[src/rtl/except_pkg.sv]
// Shared constants for the machine interrupt path: cause bit positions,
// register-port select encodings and the mtimecmp reset value.
package except_pkg;

    localparam int MSI = 3;
    localparam int MTI = 7;
    localparam int MEI = 11;

    localparam logic [1:0] SEL_MSIP     = 2'd0;
    localparam logic [1:0] SEL_MTIMECMP = 2'd1;
    localparam logic [1:0] SEL_MTIME    = 2'd2;
    localparam logic [1:0] SEL_RSVD     = 2'd3;

    localparam logic [63:0] MTIMECMP_RESET = 64'hFFFF_FFFF_FFFF_FFFF;

endpackage

[src/rtl/interrupt_source_sync2.sv]
// Generic two-flop synchronizer for a single asynchronous level input,
// synchronous active-low reset.
module sync2 (
    input  logic clk,
    input  logic reset,
    input  logic d,
    output logic q
);

    logic meta;

    always_ff @(posedge clk) begin
        if (!reset) begin
            meta <= 1'b0;
            q    <= 1'b0;
        end else begin
            meta <= d;
            q    <= meta;
        end
    end

endmodule

[src/rtl/interrupt_source.sv]
// Machine interrupt source: mtime/mtimecmp timer with prescaler, msip bit and
// synchronized external line, feeding a registered pending vector.
module interrupt_source
    import except_pkg::*;
#(
    parameter int N        = 64,
    parameter int PRESCALE = 1
) (
    input  logic         clk,
    input  logic         reset,
    input  logic         ext_irq,
    input  logic         MIE,
    input  logic [15:0]  mie,
    input  logic [1:0]   reg_sel,
    input  logic         reg_we,
    input  logic [N-1:0] reg_wdata,
    output logic [N-1:0] reg_rdata,
    output logic [15:0]  interruptSignal,
    output logic         async
);

    localparam logic [7:0] PS_LAST = 8'(PRESCALE - 1);

    logic [7:0]   prescaler;
    logic [N-1:0] mtime;
    logic [N-1:0] mtimecmp;
    logic         msip;
    logic         ext_sync;
    logic [15:0]  pend_nxt;
    logic         mtime_wr;

    sync2 u_ext_sync (
        .clk   (clk),
        .reset (reset),
        .d     (ext_irq),
        .q     (ext_sync)
    );

    assign mtime_wr = reg_we && (reg_sel == SEL_MTIME);

    // Pending bits are formed from pre-edge state, so a register write shows
    // up one edge after the write edge has updated the register.
    always_comb begin
        pend_nxt      = '0;
        pend_nxt[MSI] = msip;
        pend_nxt[MTI] = (mtime >= mtimecmp);
        pend_nxt[MEI] = ext_sync;
    end

    always_ff @(posedge clk) begin
        if (!reset) begin
            mtime           <= '0;
            prescaler       <= '0;
            mtimecmp        <= N'(MTIMECMP_RESET);
            msip            <= 1'b0;
            interruptSignal <= '0;
        end else begin
            // A software write to mtime wins over a tick and restarts the phase.
            if (mtime_wr) begin
                mtime     <= reg_wdata;
                prescaler <= '0;
            end else if (prescaler == PS_LAST) begin
                mtime     <= mtime + N'(1);
                prescaler <= '0;
            end else begin
                prescaler <= prescaler + 8'd1;
            end
            if (reg_we && (reg_sel == SEL_MTIMECMP))
                mtimecmp <= reg_wdata;
            if (reg_we && (reg_sel == SEL_MSIP))
                msip <= reg_wdata[0];
            interruptSignal <= pend_nxt;
        end
    end

    always_comb begin
        reg_rdata = '0;
        case (reg_sel)
            SEL_MSIP:     reg_rdata = {{(N-1){1'b0}}, msip};
            SEL_MTIMECMP: reg_rdata = mtimecmp;
            SEL_MTIME:    reg_rdata = mtime;
            SEL_RSVD:     reg_rdata = '0;
            default:      reg_rdata = '0;
        endcase
    end

    assign async = MIE & (|(interruptSignal & mie));

endmodule
[config.mk]
export PLATFORM = sky130hd
export DESIGN_NAME = interrupt_source
export DESIGN_NICKNAME = d
export VERILOG_FILES = /design/src/rtl/except_pkg.sv /design/src/rtl/interrupt_source_sync2.sv /design/src/rtl/interrupt_source.sv
export SDC_FILE = /design/constraint.sdc
export NUM_CORES = 1
export LEC_CHECK = 0
export CAP_MARGIN = 20
export CORE_ASPECT_RATIO = 1.1
export CORE_MARGIN = 5
export CORE_UTILIZATION = 36
export CTS_CLUSTER_DIAMETER = 40
export DETAILED_ROUTE_END_ITERATION = 6
export PLACE_DENSITY = 0.6
export SYNTH_ARGS = -nofsm -noshare
export SYNTH_HDL_FRONTEND = slang
export SYNTH_SLANG_ARGS = --single-unit
[constraint.sdc]
create_clock -name clk -period 3.2 [get_ports clk]
set_input_delay 0.96 -clock clk [delete_from_list [all_inputs] [get_ports clk]]
set_output_delay 0.96 -clock clk [all_outputs]
set_load 0.1 [all_outputs]
; Word level (Yosys, flattened, before mapping)
; Index checks and enable logic that the tools add are counted.
[totals]
register_bits = 155
inputBits = 87
[op_classes]
addsub = 2
n_lt_le_gt_ge = 1
n_eq_ne = 3
muxes = 3
bitwise_logic = 3
n_reduce_logical = 8
[op_table]
columns = cell, count
row1 = $pmux 64 s4, 1
row2 = $mux 64, 2
row3 = $add 64x1->64 const B, 1
row4 = $ge 64x64->1, 1
row5 = $and 16x16->16, 1
row6 = $reduce_or 16->1, 1
row7 = $add 8x1->8 const B, 1
row8 = $logic_not 8->1, 1
row9 = $eq 2x2->1 const B, 2
row10 = $logic_and 1x1->1, 3
row11 = $reduce_or 3->1, 1
row12 = $eq 2x1->1 const B, 1
row13 = $logic_not 2->1, 1
row14 = $reduce_bool 2->1, 1
row15 = $and 1x1->1, 1
row16 = $not 1->1, 1

; Longest topological paths before layout
; Gate-level depths: netlist (run 1).
[logic_depth]
depth_word = 3
mapped_depth = 10
ltp_nobuf = 8

; Cells and area by module
; A second synthesis (run 1) with hierarchy kept.
[unflattened]
cells_unflattened = 1031
area_unflattened_um2 = 8580.7
[modules_own_cells]
columns = mod, instances, cells_each, area_per_inst_um2
row1 = interrupt_source, 1, 1027, 8528.2
row2 = sync2, 1, 4, 52.6

; Least setup slack after synthesis (run 1)
; No wires, ideal clock.
[synth_timing]
kind = input port to output port
startpoint = in reg_sel[0]
endpoint = out reg_rdata[0]
arrival_ns = 3.167
required_time_ns = 2.240
slack_ns = -0.927
stages = 2
path_cell_list = mux2i_1 -> o21ai_0
[synth_via]
elab_chain_cells = 2
elab_cells_between_ends = 5
classes_between = eq/ne (3) / mux (1) / reduce/logical (1)
[synth_lines]
columns = item, line_no
row1 = start: declaration, interrupt_source.sv:14  ; input logic [1:0] reg_sel,
row2 = $eq 2x2->1 (tied with other cells), interrupt_source.sv:78  ; case (reg_sel)
row3 = $pmux 64 s4 *, interrupt_source.sv:78
row4 = end: declaration, interrupt_source.sv:17  ; output logic [N-1:0] reg_rdata,
; Mark *: on every way between the ends. The rest lies on a longest branch, timed or not.

; Worst setup path in the final report (run 1)
[layout_timing]
startpoint = in reg_sel[1]
endpoint = out reg_rdata[18]
; The elaborated chain is that of the path after synthesis.

==> metrics.csv, run 1 <==
stage;metric;value;unit
global_route;grt_pass1_vias;7992;
global_route;grt_max_degree;79;
clocking;insertion_delay;420;ps
synth;synthCells;1035;
clocking;htree_levels;4;
layout;areaGrowthSynthToFinish;41.3;%
synth;synth_edf_count;0;
worst_setup_path;start_kind;input port;
routing;num_vias;8073;
timing;drv_slew;0;
worst_setup_path;required;2240;ps
outcome;status;finished clean;
placement;gp_congestion;0.816;
global_route;globalRouteMet3Util;0.0334;
timing;fin_ws;53.0;ps
die;initial_utilization;0.362;
clocking;clock_sinks;142;
timing;finalSetupViolCount;0;
global_route;grt_usage;0.198;
timing;rsz0062_at_grt;no;
synth;ys_ff_latch;142;
global_route;use_met1;0.261;
clocking;root_buffer;clkbuf_16;
flow_run;maxCapViolCount;0;
synth;synth.avg_cell_area;8.20;um2
layout;final_net_count;1324;
timing;worst_pin_slew;637;ps
global_route;use_met2;0.338;
timing;relSlewSlack;0.572;
timing;clock_skew;13.0;ps
layout;final_cell_mix;142 x dfxtp_1, 109 x nand2_1, 76 x inv_1;
timing;finalWorstPathRequiredPeriod;3150;ps
routing;drtIter0Drc;417;
power_and_ir_drop;vdd_drop_max;0.306;mV
power_and_ir_drop;pwr_density_cell;461;mW/mm2
layout;post-route-cell-area;0.0120;mm2
power_and_ir_drop;power.leakage;5.10;nW
layout;diodes;0;
routing;dr.pass1.iters;5;
routing;detail-route-antenna-nets;0;
clocking;clockBufferDepth;2;
die;die_area;0.0267;mm2
min_path;hp-class;flip-flop to flip-flop;
die;ios;168;
worst_setup_path;crit_path_end_kind;output pin;
die;core_area;0.0235;mm2
global_route;antenna_found_initial;1;
synth;yosys_warnings;0;
global_route;gr-max-usage-layer;met2;
global_route;gr-total-overflow;0;
worst_setup_path;rrSetupSlack;390;ps
layout;drive_gt1_frac;0.188;
placement;place_ws;-165;ps
die;die_x;156;um
layout;final_common_cell;dfxtp_1;
die;rows;59;
clocking;clkSlewWorstSetupHoldPaths;60;ps
routing;drcViolationCount;0;
synth;ys.flop_type;dfxtp_1;
timing;hold_viol_final;0;
die;fp.dieH;171;um
worst_setup_path;critPathArrivalTime;2190;ps
layout;fillCellCount;2173;
routing;viasPerCell;5.43;
worst_setup_path;critPathKind;input port to output pin;
synth;netlist_area;0.00849;mm2
clocking;cts_tree;yes;
synth;synth_async_sr_flop_share;0;
timing;final.period_utilization;0.983;
clocking;cts_made_buffers;17;
synth;synth_cell_type_count;50;
timing;fmax;318;MHz
placement;dpl.hpwl;18.5;mm
routing;wl;26.3;mm
placement;port_buffers;141;
worst_setup_path;crit_fanout;7;
synth;seq_area_frac_synth;0.335;
placement;placed_area;0.0111;mm2
routing;routedWlPerCell;17.7;um
timing;fin_hold_ws;433;ps
power_and_ir_drop;power;5.52;mW
global_route;grt_first_pass_wirelength;42.7;mm
[power breakdown]
group	total, mW	switching (mW)	internal [mW]
Clock	2.16	0.815	1.35
Combinational	1.41	0.864	0.543
Sequential	1.95	0.0947	1.86
Total	5.52	1.77	3.75
[worst max-delay path, cell delays in order]
cell,delay [ps]
dlygate4sd2_1,280
nor2b_4,150
buf_6,140
buf_6,120
buf_16,140
a22o_4,230
buf_12,160
[sequential cells by signal, summed over array words and instances (netlist names)]
| name | cells |
|---|---|
| msip | 1 |
| mtime | 64 |
| interruptSignal | 3 |
| prescaler | 8 |
| mtimecmp | 64 |
| u_ext_sync.q | 1 |
| u_ext_sync.meta | 1 |
[cells in the mapped netlist (all sizes together), types with 10 or more instances]
cell type	instances	area, um2
nand3	39	195
a211oi	16	120
and4	12	105
o21ai	54	270
dfxtp	142	2840
and3	17	106
nand2	110	413
xnor2	29	254
clkbuf	56	210
nor4	16	159
xor2	40	350
a21oi	73	365
nor2	45	169
ha	67	838
o211ai	65	488
and2	10	62.6
nand4	35	225
inv	77	289
nor3	11	60.1
a22o	63	552
buf	21	133
[per-stage QoR]
step                std cells  TNS, ps  utilization
finish                   1488        0        0.511
global route             1488        0        0.511
CTS                      1489        0        0.511
detailed placement       1449    -7170        0.473
global placement         1449    -7490        0.473
floorplan                1047        0            -
[area by class of cell]
cell class,count,area [um2],share of cell area
clock buffer,19,453,0.0378
multi-input combinational,751,5290,0.441
tap,305,382,0.0318
inverter,77,289,0.0241
clock inverter,13,188,0.0157
sequential,142,2840,0.237
timing repair buffer,181,2550,0.213
[cells by family after synthesis]
group,synth area share
xor+xnor,0.0712
other cells,0.000442
flops,0.335
fa+ha+maj,0.0988
mux,0.00118
simple gates,0.191
buf+inv,0.0744
compound gates,0.228
[path summary, 6_finish.rpt]
| kind | startpoint | depth (start not counted) | to |
|---|---|---|---|
| worst max-delay path | reg_sel[1] | 7 | reg_rdata[18] |
| worst min-delay path | u_ext_sync.q | 1 | interruptSignal[11] |
| worst max register to register | mtime[29] | 6 | mtime[63] |
| worst min register to register | u_ext_sync.q | 1 | interruptSignal[11] |
[what timing repair did]
action,in CTS,in global routing
endpoints found under the hold margin,0,0
pin swaps,1,1
gates cloned,3,0
hold buffers,0,0
gates resized for setup,23,3
buffers inserted,5,0
setup endpoints to repair,64,8
[metal layers]
metal  vias to the layer above  wire [um]
met3                        29       1180
met2                       205      12900
met4                         0        384
li1                       3997          -
met5                         -          0
met1                      3842      11900
Power figures use the tool's default switching activity.
==> run 2, diff against run 1 <==
- CORE_UTILIZATION: 36 -> 45
- MAX_ROUTING_LAYER: not set -> met4
- PLACE_DENSITY: 0.6 -> 0.72
==> run 2 against run 1 <==
Effect of this change: die area fell by 19%; via count rose by 1.6%; total power fell by 2.4%; sequential share of layout area rose by 0.15 points; highest routed layer unchanged; clock skew fell by 2.8 ps; worst setup slack got worse by 29 ps; core utilization rose by 13 points; global-route usage rose by 3.8 points; routed wire length fell by 3.5%; clock power fell by 6%; sequential power barely moved.
==> metrics.csv, run 2 (synthesis results as in run 1) <==
stage;metric;value;unit;change
routing;detail-route-antenna-nets;0;;unchanged
timing;final.period_utilization;0.993;;+0.00920
routing;routedWlPerCell;17.8;um;+0.32%
worst_setup_path;required;2240;ps;about the same
clocking;cts_made_buffers;17;;unchanged
placement;dpl.hpwl;18.3;mm;-1.2%
timing;hold_viol_final;0;;unchanged
layout;reg_top3;mtime x64, mtimecmp x64, prescaler x8;;
worst_setup_path;crit_fanout;24;;+17
global_route;antenna_found_initial;0;;-1
placement;placed_cells;1394;;-3.8%
clocking;ctsHoldBuffers;0;;unchanged
timing;finalSetupTns;0;ps;unchanged
worst_setup_path;critPathKind;input port to output pin;;
routing;drtIter0Drc;632;;+52%
power_and_ir_drop;p_int;3.63;mW;-3.3%
clocking;cts_tree;yes;;
timing;fmax;315;MHz;-0.93%
die;fp.dieH;154;um;-9.9%
layout;drive_gt1_frac;0.192;;+0.00426
min_path;min_from;u_ext_sync.meta;;
layout;areaGrowthSynthToFinish;40.4;%;
power_and_ir_drop;pwr_density_cell;452;mW/mm2;-1.8%
layout;diodes;0;;unchanged
timing;worst_pin_slew;686;ps;+49.8 ps
global_route;grt_pass1_vias;8092;;+1.3%
die;core_area;0.0185;mm2;-21%
die;rows;52;;-12%
timing;drv_slew;0;;unchanged
worst_setup_path;crit_path_end_kind;output pin;;
power_and_ir_drop;clockPowerShare;0.375;;-0.017
outcome;status;finished clean;;
worst_setup_path;critPathArrivalTime;2220;ps;+30 ps
layout;final_cell_mix;142 x dfxtp_1, 109 x nand2_1, 76 x inv_1, 76 x buf_12, 73 x a21oi_1;;
worst_setup_path;startpoint;reg_sel[0];;
min_path;hp-class;flip-flop to flip-flop;;
routing;wl;25.4;mm;-3.5%
timing;relSlewSlack;0.539;;-0.0331
placement;port_buffers;141;;unchanged
power_and_ir_drop;power.leakage;5.11;nW;about the same
global_route;grt_first_pass_wirelength;41.0;mm;-4.0%
power_and_ir_drop;vdd_drop_max;0.387;mV;+27%
timing;finalWorstPathRequiredPeriod;3180;ps;+29.4 ps
power_and_ir_drop;power;5.39;mW;-2.4%
layout;final_common_cell;dfxtp_1;;
timing;fin_ws;23.6;ps;-29.4 ps
worst_setup_path;reg2reg_from;prescaler[0];;
global_route;gr-total-overflow;0;;unchanged
clocking;htree_levels;4;;unchanged
layout;fillCellCount;1525;;-30%
routing;dr.pass1.iters;5;;unchanged
worst_setup_path;start_kind;input port;;
layout;final_util;0.645;;+0.134
routing;num_vias;8206;;+1.6%
die;ios;168;;unchanged
clocking;clockBufferDepth;2;;unchanged
power_and_ir_drop;comb_power_share;0.262;;+0.007
die;die_area;0.0217;mm2;-19%
die;initial_utilization;0.459;;+0.0978
clocking;clkSlewWorstSetupHoldPaths;60;ps;about the same
power_and_ir_drop;p_switching;1.76;mW;-0.58%
clocking;clock_sinks;142;;unchanged
placement;place_ws;-226;ps;-61.3 ps
routing;viasPerCell;5.73;;+5.7%
layout;layout.cells.non_filler;1431;;-3.8%
clocking;root_buffer;clkbuf_16;;
flow_run;maxCapViolCount;0;;unchanged
layout;final_net_count;1329;;+0.38%
timing;finalSetupViolCount;0;;unchanged
clocking;insertion_delay;430;ps;about the same
placement;gp_congestion;0.877;;+7.5%
routing;drcViolationCount;0;;unchanged
timing;clock_skew;10.2;ps;-2.80 ps
power_and_ir_drop;swShare;0.327;;+0.00600
global_route;grt_max_degree;70;;-11%
power_and_ir_drop;seqPwrFrac;0.363;;+0.010
global_route;grt_usage;0.236;;+0.0381
die;die_x;141;um;-9.9%
timing;rsz0062_at_grt;yes;;
## run 2: cell count changes in the layout (fill, tap and decap cells not counted)
cell,before,now
buf_4,27,32
bufinv_16,4,3
a22o_1,1,0
buf_16,3,2
clkinv_2,2,5
clkinvlp_4,3,4
clkinv_4,3,2
buf_12,75,76
a22o_2,46,45
a22o_4,16,18
clkbuf_8,2,0
## run 2: final timing paths
kind                         to  slack [ps]  depth (start not counted)
setup / recovery  reg_rdata[41]          20                          7
hold / removal     u_ext_sync.q         440                          1
setup reg to reg      mtime[28]         420                          8
hold reg to reg    u_ext_sync.q         440                          1
## run 2: layout make-up
| type | count | area [um2] | area share |
|---|---|---|---|
| Clock inverter | 15 | 171 | 0.0144 |
| Timing Repair Buffer | 186 | 2580 | 0.217 |
| Multi-Input combinational cell | 751 | 5300 | 0.445 |
| Tap cell | 243 | 304 | 0.0255 |
| Sequential cell | 142 | 2840 | 0.239 |
| Inverter | 77 | 289 | 0.0243 |
| Clock buffer | 17 | 425 | 0.0357 |
## run 2: what timing repair did
item	4_1_cts	5_1_grt
gates resized for setup	21	8
buffers inserted	3	0
cloned	3	0
hold endpoints to repair	0	0
setup endpoints to repair	64	33
## run 2: stage by stage
stage	instance area [um2]	hold WS, ps
after floorplan	8610	412
after global placement	11100	421
after detailed placement	11100	429
after CTS	11900	442
after global routing	11900	449
final	11900	440
## run 2: power by group through the flow
stage	clock (mW)	sequential (mW)	combinational, mW
after CTS	2.03	1.95	1.41
after detailed placement	0	1.99	1.37
after floorplan	0	1.96	0.862
after global placement	0	1.98	1.36
after global routing	2.13	1.97	1.48
final	2.02	1.96	1.41
## run 2: worst max-delay path, stage by stage
cell           delay, ps
dlygate4sd2_1        260
buf_6                120
nor2b_4              180
buf_4                150
buf_12               160
a22o_2               190
buf_12               170
## run 2: metal layers
| layer | global-route usage | wire (um) |
|---|---|---|
| met4 | 0.0651 | 505 |
| met5 | - | 0 |
| met2 | 0.407 | 12800 |
| met1 | 0.284 | 10700 |
| met3 | 0.0391 | 1450 |
==> run 3, diff against run 2 <==
- ABC_AREA: not set -> 1
- CORE_UTILIZATION: 45 -> 30
- CTS_CLUSTER_DIAMETER: 40 -> 200
- PLACE_DENSITY: 0.72 -> 0.51
==> run 3 against run 2 <==
Effect of this change: flip-flop and latch count unchanged; non-clock buffer count down 7; global-route usage down 3.6 points; first-iteration DRC count down 1.4%; synthesized cell count up 42%; routed wire length up 39%; critical endpoint is now reg_rdata[34]; critical path depth up 1; clock power up 4%; highest routed layer unchanged; via count up 23%.
==> metrics.csv, run 3 <==
stage;metric;value;unit;change
outcome;status;finished clean;;
global_route;grt_max_degree;76;;+8.6%
timing;fin_ws;70.5;ps;+46.9 ps
die;initial_utilization;0.302;;-0.157
placement;dpl.hpwl;27.3;mm;+49%
synth;yosys_warnings;0;;unchanged
layout;diodes;0;;unchanged
routing;detail-route-antenna-nets;0;;unchanged
synth;ys.flop_type;dfxtp_1;;
worst_setup_path;cp_slowest_stage_delay;220;ps;-40 ps
timing;worst_pin_slew;938;ps;+252 ps
worst_setup_path;crit_path_end_kind;output pin;;
timing;finalSetupViolCount;0;;unchanged
worst_setup_path;critPathArrivalTime;2170;ps;-50 ps
die;core_area;0.0322;mm2;+74%
worst_setup_path;rr_worst_depth;9;;+1
layout;fillCellCount;3310;;+120%
layout;final_net_count;1757;;+32%
min_path;hold_depth;2;;+1
synth;yosysMostFrequentCell;nand2_1;;
layout;areaGrowthSynthToFinish;42.0;%;
timing;final.period_utilization;0.978;;-0.0147
routing;dr.pass1.iters;5;;unchanged
routing;drcViolationCount;0;;unchanged
placement;gp_congestion;0.933;;+6.4%
flow_run;maxCapViolCount;0;;unchanged
clocking;clkSlewWorstSetupHoldPaths;60;ps;about the same
synth;synth_async_sr_flop_share;0;;unchanged
global_route;antenna_found_initial;0;;unchanged
power_and_ir_drop;pwr_density_cell;394;mW/mm2;-13%
synth;netlist_area;0.00973;mm2;+15%
timing;hold_viol_final;0;;unchanged
clocking;insertion_delay;440;ps;about the same
synth;seq_area_frac_synth;0.292;;-0.0427
synth;synth_top_area_cell;dfxtp_1;;
layout;seqCellArea;0.00284;mm2;unchanged
worst_setup_path;required;2240;ps;about the same
power_and_ir_drop;power.leakage;5.72;nW;+12%
timing;clock_skew;11.2;ps;+1.00 ps
timing;drv_slew;0;;unchanged
die;fp.dieH;199;um;+29%
layout;reg_top3;mtime x64, mtimecmp x64, prescaler x8;;
global_route;gr-total-overflow;0;;unchanged
worst_setup_path;crit_fanout;9;;-63%
clocking;root_buffer;clkbuf_16;;
clocking;ctsHoldBuffers;0;;unchanged
placement;port_buffers;141;;unchanged
synth;synth_cell_type_count;39;;-22%
worst_setup_path;path_cells;clkdlybuf4s15_2, inv_8, buf_4, nand2_4, buf_6, buf_16, o22ai_4, buf_12;;
synth;synth_edf_count;0;;unchanged
layout;final_cell_mix;390 x nand2_1, 188 x inv_1, 142 x dfxtp_1;;
timing;fmax;320;MHz;+1.5%
layout;final_util;0.429;;-0.216
layout;final_common_cell;nand2_1;;
clocking;clockBufferDepth;2;;unchanged
worst_setup_path;cp.buffers_inverters;6;;+1
layout;drive_gt1_frac;0.151;;-0.0408
layout;multi_input_area;0.00655;mm2;+23%
clocking;clock_sinks;142;;unchanged
timing;finalWorstPathRequiredPeriod;3130;ps;-46.9 ps
routing;routedWlPerCell;17.3;um;-2.7%
clocking;htree_levels;4;;unchanged
routing;wl;35.3;mm;+39%
worst_setup_path;cp_top_family;buffers and inverters;;
synth;ys_ff_latch;142;;unchanged
worst_setup_path;critPathKind;input port to output pin;;
synth;synth_common_cells;391 x nand2_1, 189 x inv_1, 142 x dfxtp_1;;
die;die_area;0.0361;mm2;+66%
synth;synth_top_area_frac;0.292;;-0.0427
die;ios;168;;unchanged
global_route;grt_pass1_vias;9794;;+21%
timing;relSlewSlack;0.375;;-0.164
routing;viasPerCell;4.93;;-14%
global_route;grt_usage;0.200;;-0.0360
die;die_x;182;um;+29%
timing;rsz0062_at_grt;no;;
worst_setup_path;start_kind;input port;;
clocking;cts_made_buffers;17;;unchanged
synth;synthTopCellsByArea;dfxtp_1 29%, nand2_1 15%, ha_1 8.6%, inv_1 7.3%, o211ai_1 5.1%;;
worst_setup_path;crit_slowest_cell;clkdlybuf4s15_2;;
clocking;cts_tree;yes;;
routing;num_vias;10055;;+23%
die;rows;69;;+33%
min_path;hp-class;flip-flop to flip-flop;;
routing;drtIter0Drc;623;;-1.4%
global_route;grt_first_pass_wirelength;55.3;mm;+35%
synth;synthCells;1465;;+42%
synth;synth.avg_cell_area;6.64;um2;-19%
worst_setup_path;crit_cells;8;;+1
placement;place_ws;-331;ps;-105 ps
power_and_ir_drop;vdd_drop_max;0.255;mV;-34%
run 3: changes by cell type after synthesis, sizes merged, moves of 12 or more:
cell,delta
nor2,+107
a211oi,-16
nand2,+290
clkbuf,-20
xnor2,-22
xor2,-14
nor4,-15
a22o,-30
buf,+15
a31oi,+20
inv,+120
and3,-17
o22ai,+37
and4,-12
run 3: kinds of logic (layout without fill, tap and decap cells):
family          Yosys count  after routing  synth area share
simple gates            653            653             0.285
compound gates          299            299             0.194
buf+inv                 270            408             0.112
flops                   142            142             0.292
fa+ha+maj                67             67            0.0862
xor+xnor                 33             33            0.0297
other cells               1             13          0.000386
run 3: per-layer routing:
layer	GRT usage	up-vias	wire length, um
li1	-	5098	-
met1	0.246	4664	15700
met5	-	-	0
met2	0.340	250	17400
met4	0.0548	0	753
met3	0.0326	43	1410
run 3: report_power, final:
group	total (mW)	leakage [nW]	internal (mW)	switching, mW
Sequential	1.91	1.16	1.84	0.0681
Clock	2.10	0.275	1.23	0.877
Combinational	1.43	4.29	0.507	0.926
run 3: final timing paths:
check                                   from             endpoint  slack, ps
worst min-delay path            u_ext_sync.q  interruptSignal[11]        410
worst max-delay path              reg_sel[0]        reg_rdata[34]         70
worst max register to register      mtime[1]            mtime[34]        920
worst min register to register  u_ext_sync.q  interruptSignal[11]        410
run 3: repair_timing:
item	CTS	global route
resized for setup	11	0
setup buffers	0	0
endpoints found under the setup margin	64	0
run 3: cell type report:
cell class / count / area share
Clock inverter: 13 / 0.0121
Inverter: 198 / 0.0545
Timing Repair Buffer: 179 / 0.184
Sequential cell: 142 / 0.206
Multi-Input combinational cell: 1065 / 0.474
Tap cell: 426 / 0.0386
Clock buffer: 18 / 0.0311
run 3: through the flow:
stage | TNS [ps] | hold slack, ps | area, um2 | total power, mW | cells
2_1_floorplan | -4700 | 390 | 10500 | 2.85 | 1477
3_3_place_gp | -14060 | 392 | 13200 | 3.38 | 2009
3_5_place_dp | -14510 | 400 | 13200 | 3.38 | 2009
4_1_cts | 0 | 414 | 13800 | 5.50 | 2041
5_1_grt | 0 | 433 | 13800 | 5.65 | 2041
6_report | 0 | 410 | 13800 | 5.45 | 2041
run 3: worst reg2reg max path, cell delays in order (launching register included):
cell and delay, ps:
dfxtp_1 440, ha_1 350, nand3_1 250, inv_2 110
nand2_2 110, nor2_4 190, nand3_1 310, xor2_1 240
a21oi_1 140, nor2_1 40
